$ cat config.mk
export PLATFORM = sky130hd
export DESIGN_NAME = fir_coef_load_ctrl
export DESIGN_NICKNAME = d
export VERILOG_FILES = /design/src/rtl/fir_coef_load_ctrl.sv
export SDC_FILE = /design/constraint.sdc
export NUM_CORES = 1
export LEC_CHECK = 0
export CAP_MARGIN = 20
export CORE_UTILIZATION = 47
export CTS_BUF_LIST = sky130_fd_sc_hd__clkbuf_8 sky130_fd_sc_hd__clkbuf_16
export CTS_CLUSTER_DIAMETER = 30
export DETAILED_ROUTE_END_ITERATION = 6
export PLACE_DENSITY = 0.82
export REMOVE_ABC_BUFFERS = 1
export SYNTH_ARGS = -nofsm -noshare
export SYNTH_HDL_FRONTEND = slang
export SYNTH_SLANG_ARGS = --single-unit
$ cat constraint.sdc
create_clock -name clk_100MHz_i -period 2.8 [get_ports clk_100MHz_i]
set_input_delay 0.7 -clock clk_100MHz_i [delete_from_list [all_inputs] [get_ports clk_100MHz_i]]
set_output_delay 0.7 -clock clk_100MHz_i [all_outputs]
set_load 0.005 [all_outputs]
$ cat src/rtl/fir_coef_load_ctrl.sv
// FIR coefficient load controller.
// A push-button starts a load, and each commit edge writes coef_in to the next bank address.
// After N_TAPS writes the bank is ready, and the FIR delay line is flushed once.
// Sample strobes reach the FIR only while ready and not flushing.
module fir_coef_load_ctrl #(
  parameter int unsigned N_TAPS = 16,
  parameter int unsigned COEF_W = 12
) (
  input  logic              clk_100MHz_i,
  input  logic              rst_i,
  input  logic              pulsador_carga_coef_i,
  input  logic              cambio_coef_i,
  input  logic [COEF_W-1:0] coef_in,
  input  logic              sample_valid_i,
  output logic              coef_we_o,
  output logic [3:0]        coef_addr_o,
  output logic [COEF_W-1:0] coef_data_o,
  output logic [4:0]        coef_count_o,
  output logic              load_busy_o,
  output logic              coef_ready_o,
  output logic              fir_flush_o,
  output logic              fir_sample_valid_o
);

  localparam logic [4:0] TapsN    = 5'(N_TAPS);
  localparam logic [3:0] LastAddr = 4'(N_TAPS - 1);

  typedef enum logic [1:0] {StIdle, StLoad, StReady} state_t;

  // Synchronizer stage [0] is the metastability flop; stage [1] is the first safe copy.
  logic [1:0] r_ld_sync, r_cm_sync;
  logic       r_ld_prev, r_cm_prev;
  // Arm flags block an edge until the input has been seen low after reset.
  logic       r_ld_arm, r_cm_arm;
  logic       r_warm;
  logic       r_load_ev, r_commit_ev;

  state_t              r_state;
  logic [4:0]          r_cnt;
  logic                r_we;
  logic [3:0]          r_addr;
  logic [COEF_W-1:0]   r_data;
  logic                r_flush;
  logic                r_sv;

  // Synchronize both asynchronous inputs and turn rising edges into one-cycle events.
  always_ff @(posedge clk_100MHz_i) begin
    if (rst_i) begin
      r_ld_sync   <= '0;
      r_cm_sync   <= '0;
      r_ld_prev   <= 1'b0;
      r_cm_prev   <= 1'b0;
      r_ld_arm    <= 1'b0;
      r_cm_arm    <= 1'b0;
      r_warm      <= 1'b0;
      r_load_ev   <= 1'b0;
      r_commit_ev <= 1'b0;
    end else begin
      r_ld_sync   <= {r_ld_sync[0], pulsador_carga_coef_i};
      r_cm_sync   <= {r_cm_sync[0], cambio_coef_i};
      r_ld_prev   <= r_ld_sync[1];
      r_cm_prev   <= r_cm_sync[1];
      // Stage [0] holds real input data only from the second edge after reset onward.
      r_warm      <= 1'b1;
      r_ld_arm    <= r_ld_arm | (r_warm & ~r_ld_sync[0]);
      r_cm_arm    <= r_cm_arm | (r_warm & ~r_cm_sync[0]);
      r_load_ev   <= r_ld_sync[1] & ~r_ld_prev & r_ld_arm;
      r_commit_ev <= r_cm_sync[1] & ~r_cm_prev & r_cm_arm;
    end
  end

  // Load FSM with registered write port, flush pulse and delayed sample strobe.
  always_ff @(posedge clk_100MHz_i) begin
    if (rst_i) begin
      r_state <= StIdle;
      r_cnt   <= '0;
      r_we    <= 1'b0;
      r_addr  <= '0;
      r_data  <= '0;
      r_flush <= 1'b0;
      r_sv    <= 1'b0;
    end else begin
      r_we    <= 1'b0;
      r_flush <= 1'b0;
      r_sv    <= sample_valid_i;
      case (r_state)
        StIdle: begin
          if (r_load_ev) begin
            r_state <= StLoad;
            r_cnt   <= '0;
          end
        end
        StLoad: begin
          // A restart takes priority over a coincident commit.
          if (r_load_ev) begin
            r_cnt <= '0;
          end else begin
            if (r_commit_ev && (r_cnt < TapsN)) begin
              r_we   <= 1'b1;
              r_addr <= r_cnt[3:0];
              r_data <= coef_in;
              r_cnt  <= r_cnt + 5'd1;
            end
            // Enter READY on the edge after the last address is written.
            if (r_we && (r_addr == LastAddr)) begin
              r_state <= StReady;
              r_flush <= 1'b1;
            end
          end
        end
        StReady: begin
          if (r_load_ev) begin
            r_state <= StLoad;
            r_cnt   <= '0;
          end
        end
        default: r_state <= StIdle;
      endcase
    end
  end

  assign coef_we_o          = r_we;
  assign coef_addr_o        = r_addr;
  assign coef_data_o        = r_data;
  assign coef_count_o       = r_cnt;
  assign load_busy_o        = (r_state == StLoad);
  assign coef_ready_o       = (r_state == StReady);
  assign fir_flush_o        = r_flush;
  assign fir_sample_valid_o = r_sv & (r_state == StReady) & ~r_flush;

endmodule

=== Word-level counts from Yosys, hierarchy flattened ===
Index checks and enable logic that the tools add are counted.

* Register bits after elaboration: 37
* Input port bits: 17
* Output and inout port bits: 26
* Word-level logic and storage cells: 62

* $add $sub $neg: 1
* Magnitude comparators: 1
* Eq/ne operators: 7
* Muxes and demuxes: 11
* Bitwise operators: 17
* Reduce and logical (&&, ||, !) cells: 9

{| class="wikitable"
|+ Operators by type and width
! operator !! number
|-
| $mux W5 || 3
|-
| $pmux W5 S2 || 1
|-
| $reduce_and A3 Y1 || 3
|-
| $and A1 B1 Y1 || 8
|-
| $not A1 Y1 || 7
|-
| $mux W2 || 3
|-
| $add A5 B1 Y5 const B || 1
|-
| $lt A5 B5 Y1 const B || 1
|-
| $eq A4 B4 Y1 const B || 1
|-
| $ne A2 B1 Y1 const B || 2
|-
| $pmux W2 S2 || 1
|-
| $mux W1 || 3
|-
| $ne A3 B1 Y1 const B || 1
|-
| $reduce_or A3 Y1 || 1
|-
| $eq A2 B1 Y1 const B || 1
|-
| $eq A2 B2 Y1 const B || 1
|-
| $logic_and A1 B1 Y1 || 2
|-
| $logic_not A2 Y1 || 1
|-
| $ne A2 B2 Y1 const B || 1
|-
| $or A1 B1 Y1 || 2
|-
| $reduce_bool A2 Y1 || 1
|-
| $reduce_or A2 Y1 || 1
|}

=== Longest topological paths before layout ===
Gate-level depths: netlist (run 1).

* Word-level depth: 5
* Mapped depth: 6
* Gate-level depth less buffers: 4

=== Least setup slack after synthesis (run 1) ===
OpenSTA, ideal clock, no wires.

* Path type: in2reg
* Start point: input rst_i
* End point: register r_cm_arm
* Data arrival time: 1.311 ns
* Data required time: 2.672 ns
* Slack: 1.361 ns
* Cell stages on the path: 3
* Buffers on the path: 2
* Path through: clkbuf_1 > buf_1 > nor2_1

{| class="wikitable"
|+ RTL lines
! element !! RTL line !! source
|-
| start, declared || 10 || <nowiki>input logic rst_i,</nowiki>
|-
| end signal, assigned || 66 || <nowiki>r_cm_arm <= r_cm_arm | (r_warm & ~r_cm_sync[0]);</nowiki>
|-
| end, declared || 34 || <nowiki>logic r_ld_arm, r_cm_arm;</nowiki>
|}

No word-level cell between the ends.

=== Worst setup path after layout (run 1) ===
* Start point: register r_state[0]
* End point: output fir_sample_valid_o

* Cells in the longest elaborated chain, start to end: 3

{| class="wikitable"
|+ Ends and longest elaborated chain
! element !! RTL line !! source
|-
| start, declared || 38 || <nowiki>state_t r_state;</nowiki>
|-
| start signal, assigned || 75 || <nowiki>r_state <= StIdle;</nowiki>
|-
| start signal, assigned || 89 || <nowiki>r_state <= StLoad;</nowiki>
|-
| start signal, assigned || 106 || <nowiki>r_state <= StReady;</nowiki>
|-
| $eq A2 B2 Y1 || 129 || <nowiki>assign fir_sample_valid_o = r_sv & (r_state == StReady) & ~r_flush;</nowiki>
|-
| $and A1 B1 Y1 (2 in a row) || 129 ||
|-
| end, declared || 22 || <nowiki>output logic fir_sample_valid_o</nowiki>
|}

No other way between the ends.

==> results of run 1 <==
[worst paths after layout]
kind	slack [ns]	from	end	cells past startpoint
hold / removal	0.43	r_ld_sync[0]	r_ld_sync[1]	2
hold reg to reg	0.43	r_ld_sync[0]	r_ld_sync[1]	2
setup reg to reg	1.22	coef_count_o[4]	coef_addr_o[0]	4
setup / recovery	0.54	r_state[0]	fir_sample_valid_o	3
[Yosys cell counts]
library cell,instances,area share [%]
dfxtp_1,37,57
nand2_1,36,10
a21oi_1,19,7.3
nor2_1,9,2.6
inv_1,5,1.4
nor2b_1,5,2.4
and3b_1,3,2.0
buf_2,3,1.2
xor2_1,3,2.0
a211oi_1,2,1.2
and3_1,2,0.96
clkbuf_1,2,0.58
o211ai_1,2,1.2
buf_1,1,0.29
buf_6,1,0.87
ha_1,1,0.96
mux2i_1,1,0.77
nand2b_1,1,0.48
nand2b_2,1,0.67
nand3_1,1,0.38
nand4_1,1,0.48
nor3_1,1,0.38
nor3_4,1,1.3
nor3b_1,1,0.58
nor4_1,1,0.48
o21ai_0,1,0.38
o21ba_2,1,0.77
or2b_1,1,0.58
or3_1,1,0.48
[metrics by stage]
| stage | area, sq um | cells | utilization, % | power [mW] | hold WS, ns |
|---|---|---|---|---|---|
| 2_1_floorplan | 1260 | 137 | - | 0.558 | 0.410 |
| 3_3_place_gp | 1730 | 210 | 67.9 | 0.589 | 0.418 |
| 3_5_place_dp | 1730 | 210 | 67.9 | 0.591 | 0.420 |
| 4_1_cts | 1840 | 218 | 72.5 | 1.05 | 0.431 |
| 5_1_grt | 1840 | 218 | 72.5 | 1.08 | 0.453 |
| 6_report | 1840 | 218 | 72.5 | 1.04 | 0.429 |
[critical path, stage by stage (launching register included)]
cell             delay, ns
dfxtp_1               0.36
nand2b_1              0.20
nor3b_1               0.19
clkdlybuf4s50_1       0.53
[routing by layer]
layer	vias to the layer above	track usage, %	wire [um]
met1	507	23.4	1160
met5	-	0	0
met3	3	6.67	107
met4	0	10.3	29
li1	556	-	-
met2	25	31.1	1340
[sequential cells by signal, summed over array words and instances (netlist names)]
signal / cells
coef_data_o: 12
coef_count_o: 5
coef_addr_o: 4
r_cm_sync: 2
r_ld_sync: 2
r_state: 2
coef_we_o: 1
fir_flush_o: 1
r_cm_arm: 1
r_cm_prev: 1
r_commit_ev: 1
r_ld_arm: 1
r_ld_prev: 1
r_load_ev: 1
r_sv: 1
r_warm: 1
[kinds of logic (layout without fill, tap and decap cells)]
family / Yosys count / count (layout) / share of synthesized area, %
simple gates: 65 / 65 / 24.2
flops: 37 / 37 / 57.0
compound gates: 25 / 25 / 10.8
buf+inv: 12 / 56 / 4.33
xor+xnor: 3 / 3 / 2.02
fa+ha+maj: 1 / 1 / 0.962
mux: 1 / 1 / 0.770
[area by class of cell]
type / instances / area [sq um]
Sequential cell: 37 / 741
Fill cell: 187 / 701
Multi-Input combinational cell: 95 / 503
Timing Repair Buffer: 43 / 428
Clock buffer: 6 / 82.6
Tap cell: 30 / 37.5
Clock inverter: 2 / 33.8
Inverter: 5 / 18.8
[report_power, final]
part           switching, mW  internal [mW]
sequential           0.00364          0.534
combinational         0.0154         0.0263
clock                  0.170          0.286
total                  0.189          0.847
==> out/summary.txt, run 1 <==
Hold WC Path Type: flip-flop to flip-flop
CTS Root Cell: clkbuf_8
postcts setup bufs: 0
Synth-to-Final Area Change: 41.9%
vias per cell: 5.00
Final period util: 80.8%
initial DRC count: 18
vias in the first global route: 913
Mapped Area: 1300 sq um
clock network latency to the later pin of the worst-skew pair: 0.28 ns
Die ar.: 2980 sq um
TritonCTS Sinks: 37
drc violations: 0
Leak Pwr: 0.692 nW
Worst Setup Start Kind: flip-flop
status: finished clean
GP Congestion: 0.741
CTS tree: done
post-layout worst setup margin: 0.538 ns
Post-Route Skew: 0.00788 ns
Synth Register Bits: 37
routed len/inst: 12.1 um
overall routing resource usage: 19.7%
YS warnings: 0
initial antenna violation count: 0
Antenna Nets Post-Route: 0
clk buf depth: 2
Die Y: 54.6 um
grt total ovfl: 0
setup tns final: 0 ns
CTS clk-pin slew, worst paths: 0.07 ns
relative slew slack: 59.2%
Seq/Total Area, Yosys: 57.0%
IO Count: 43
Worst setup EP type: primary output
Final Hold Vio Count: 0
unrepaired setup endpoints after global routing: false
PortBufs: 42
ant diodes: 0
Detailed Routing Iterations Pass 1: 4
# setup viols final: 0
Final #Nets: 205
max_cap viols: 0
Die X: 54.6 um
fmax: 0.442 GHz
Initial Util: 51.1%
Max IR drop VDD: 0.634 mV
number of H-tree levels: 2
worst setup slack after placement: 0.620 ns
area of the core: 2540 sq um
fin crit period: 2.26 ns
PD cells: 562 nW/um^2
largest net degree at the start of global routing: 18
Cells after Synth: 144
Post-CTS Hold Buffers: 0
arrival time worst endpoint: 1.56 ns
FP Rows: 18
worst path required time: 2.10 ns
most frequent cells in the layout: 42 x clkdlybuf4s50_1, 37 x dfxtp_1, 36 x nand2_1, 19 x a21oi_1, 9 x nor2_1
via total after detailed routing: 1091
HPWL Detailed: 1950 um
Slew @ Worst Pin: 0.610 ns
Synth cell types: 29
final WL: 2640 um
fraction of layout cells with a size suffix above 1: 5.85%
Worst Path Max Fanout: 6
PostCTS Resize Cnt: 0
Num CTS Buffers: 5
first-pass GRT wire length: 4000 um
commonest non-fill, non-tap cell in the layout: clkdlybuf4s50_1
crit path kind: flip-flop to primary output
Syn Area/Cell: 9.03 sq um
final slew viol count: 0
(Power assumes the default switching activity.)
==> run 2: changes to the inputs <==
CORE_UTILIZATION = 44   (was 47)
PLACE_DENSITY = 0.77   (was 0.82)
clock period = 2.1 ns   (was 2.8 ns; I/O delays follow)
==> out/summary.txt, run 2 (synthesis results as in run 1) <==
status: finished clean (unchanged)
fraction of layout cells with a size suffix above 1: 7.41% (was 5.85%)
Initial Util: 46.7% (was 51.1%)
Final period util: 95.6%
Die Y: 56.4 um (was 54.6 um)
WHS Endpoint: r_cm_sync[1] (was r_ld_sync[1])
Reg2Reg Depth: 4 (unchanged)
grt total ovfl: 0 (unchanged)
Leak Pwr: 0.699 nW (was 0.692 nW)
crit path kind: flip-flop to primary output (unchanged)
PortBufs: 42 (unchanged)
CTS Root Cell: clkbuf_8 (unchanged)
most frequent cells in the layout: 42 x clkdlybuf4s50_1, 37 x dfxtp_1, 36 x nand2_1, 19 x a21oi_1, 9 x nor2_1 (unchanged)
reg2reg setup slack: 0.55 ns (was 1.22 ns)
IO Count: 43 (unchanged)
Worst Path Max Fanout: 6 (unchanged)
Detailed Routing Iterations Pass 1: 4 (unchanged)
HPWL Detailed: 1940 um (was 1950 um)
Max IR drop VDD: 0.662 mV (was 0.634 mV)
initial DRC count: 27 (was 18)
GP Congestion: 0.735 (was 0.741)
vias per cell: 4.94 (was 5.00)
CTS clk-pin slew, worst paths: 0.07 ns (about the same)
Antenna Nets Post-Route: 0 (unchanged)
overall routing resource usage: 18.4% (was 19.7%)
largest net degree at the start of global routing: 22 (was 18)
Worst setup EP type: primary output (unchanged)
number of H-tree levels: 2 (unchanged)
commonest non-fill, non-tap cell in the layout: clkdlybuf4s50_1 (unchanged)
Final Hold Vio Count: 0 (unchanged)
worst path required time: 1.57 ns (was 2.10 ns)
Hold Crit Start: r_cm_sync[0] (was r_ld_sync[0])
area of the core: 2780 sq um (was 2540 sq um)
initial antenna violation count: 0 (unchanged)
fin crit period: 2.01 ns
# setup viols final: 0 (unchanged)
hold path depth: 2 (unchanged)
clk buf depth: 2 (unchanged)
Die X: 56.4 um (was 54.6 um)
Worst Setup Start Kind: flip-flop (unchanged)
Hold WC Path Type: flip-flop to flip-flop (unchanged)
Slew @ Worst Pin: 0.578 ns (was 0.610 ns)
arrival time worst endpoint: 1.48 ns (was 1.56 ns)
fmax: 0.498 GHz
FP Rows: 19 (was 18)
first-pass GRT wire length: 4380 um (was 4000 um)
RR Startpoint: r_state[1] (was coef_count_o[4])
slowest CP cell: clkdlybuf4s50_1 (unchanged)
Power Total: 1.39 mW (was 1.04 mW)
Final #Nets: 206 (was 205)
TritonCTS Sinks: 37 (unchanged)
Num CTS Buffers: 5 (unchanged)
vias in the first global route: 1026 (was 913)
clock network latency to the later pin of the worst-skew pair: 0.29 ns (was 0.28 ns)
PD cells: 745 nW/um^2 (was 562 nW/um^2)
CP peak stage delay: 0.52 ns (was 0.53 ns)
CTS tree: done (unchanged)
setup tns final: 0 ns (unchanged)
via total after detailed routing: 1086 (was 1091)
Post-Route Skew: 0.00709 ns (was 0.00788 ns)
max reg flops: 12 (unchanged)
routed len/inst: 12.1 um (about the same)
final WL: 2660 um (was 2640 um)
max_cap viols: 0 (unchanged)
relative slew slack: 61.3% (was 59.2%)
Synth-to-Final Area Change: 43.5% (was 41.9%)
final slew viol count: 0 (unchanged)
Die ar.: 3180 sq um (was 2980 sq um)
drc violations: 0 (unchanged)
unrepaired setup endpoints after global routing: false (unchanged)
worst-path cell chain: nand2b_4 -> nor3b_2 -> clkdlybuf4s50_1 (was nand2b_1 -> nor3b_1 -> clkdlybuf4s50_1)
ant diodes: 0 (unchanged)
R2R Path End: coef_data_o[10] (was coef_addr_o[0])
[run 2: cell types whose count changed in the layout (fill, tap and decap cells not counted)]
cell | before | now
nor3b_1 | 1 | 0
nand2b_1 | 1 | 0
nor3b_2 | 0 | 1
nand2b_4 | 0 | 1
buf_4 | 1 | 2
[run 2: worst max-delay path by stage]
stage                          startpoint                 end  slack, ns  depth (start not counted)
after floorplan           coef_count_o[4]      coef_addr_o[0]       0.74                          4
after global placement         r_state[0]  fir_sample_valid_o       0.36                          3
after detailed placement       r_state[0]  fir_sample_valid_o       0.34                          3
after CTS                      r_state[0]  fir_sample_valid_o       0.02                          3
after global routing           r_state[0]  fir_sample_valid_o       0.02                          3
final                          r_state[0]  fir_sample_valid_o       0.09                          3
[run 2: through the flow]
stage               worst slack (ns)  utilization, %  std cells  hold slack [ns]  instance area, sq um
global route                  0.0169            67.1        220            0.470                  1870
global placement               0.356            62.4        212            0.425                  1740
CTS                           0.0217            66.6        220            0.444                  1850
detailed placement             0.336            62.4        212            0.434                  1740
finish                        0.0922            67.1        220            0.444                  1870
floorplan                      0.741               -        137            0.410                  1260
[run 2: cell type report]
cell class                      instances  area [sq um]
Multi-Input combinational cell         95           515
Sequential cell                        37           741
Timing Repair Buffer                   44           435
Fill cell                             234           916
Clock buffer                            6          82.6
Clock inverter                          2          33.8
Inverter                                5          18.8
Tap cell                               31          38.8
[run 2: timing repair]
action | CTS | global route
resized for setup | 0 | 2
endpoints found under the setup margin | 0 | 1
buffers inserted | 0 | 0
hold buffers | 0 | 0
[run 2: where the power goes]
group | switching (mW) | internal (mW)
Sequential | 0.00478 | 0.712
Combinational | 0.0205 | 0.0366
Clock | 0.235 | 0.382
[run 2: critical path, delay by kind of cell (launching register included)]
kind | cells | cell delay (ns)
buffers and inverters | 1 | 0.52
DFF | 1 | 0.36
and+or+nand+nor | 2 | 0.32
[run 2: metal layers]
layer  vias to the layer above  GRT usage, %  part of all wire [%]
met5                         -             0                     0
met2                        27          30.1                    50
met1                       498          19.8                    42
met4                         0          11.5                   1.7
li1                        556             -                     -
met3                         5          7.14                   5.6
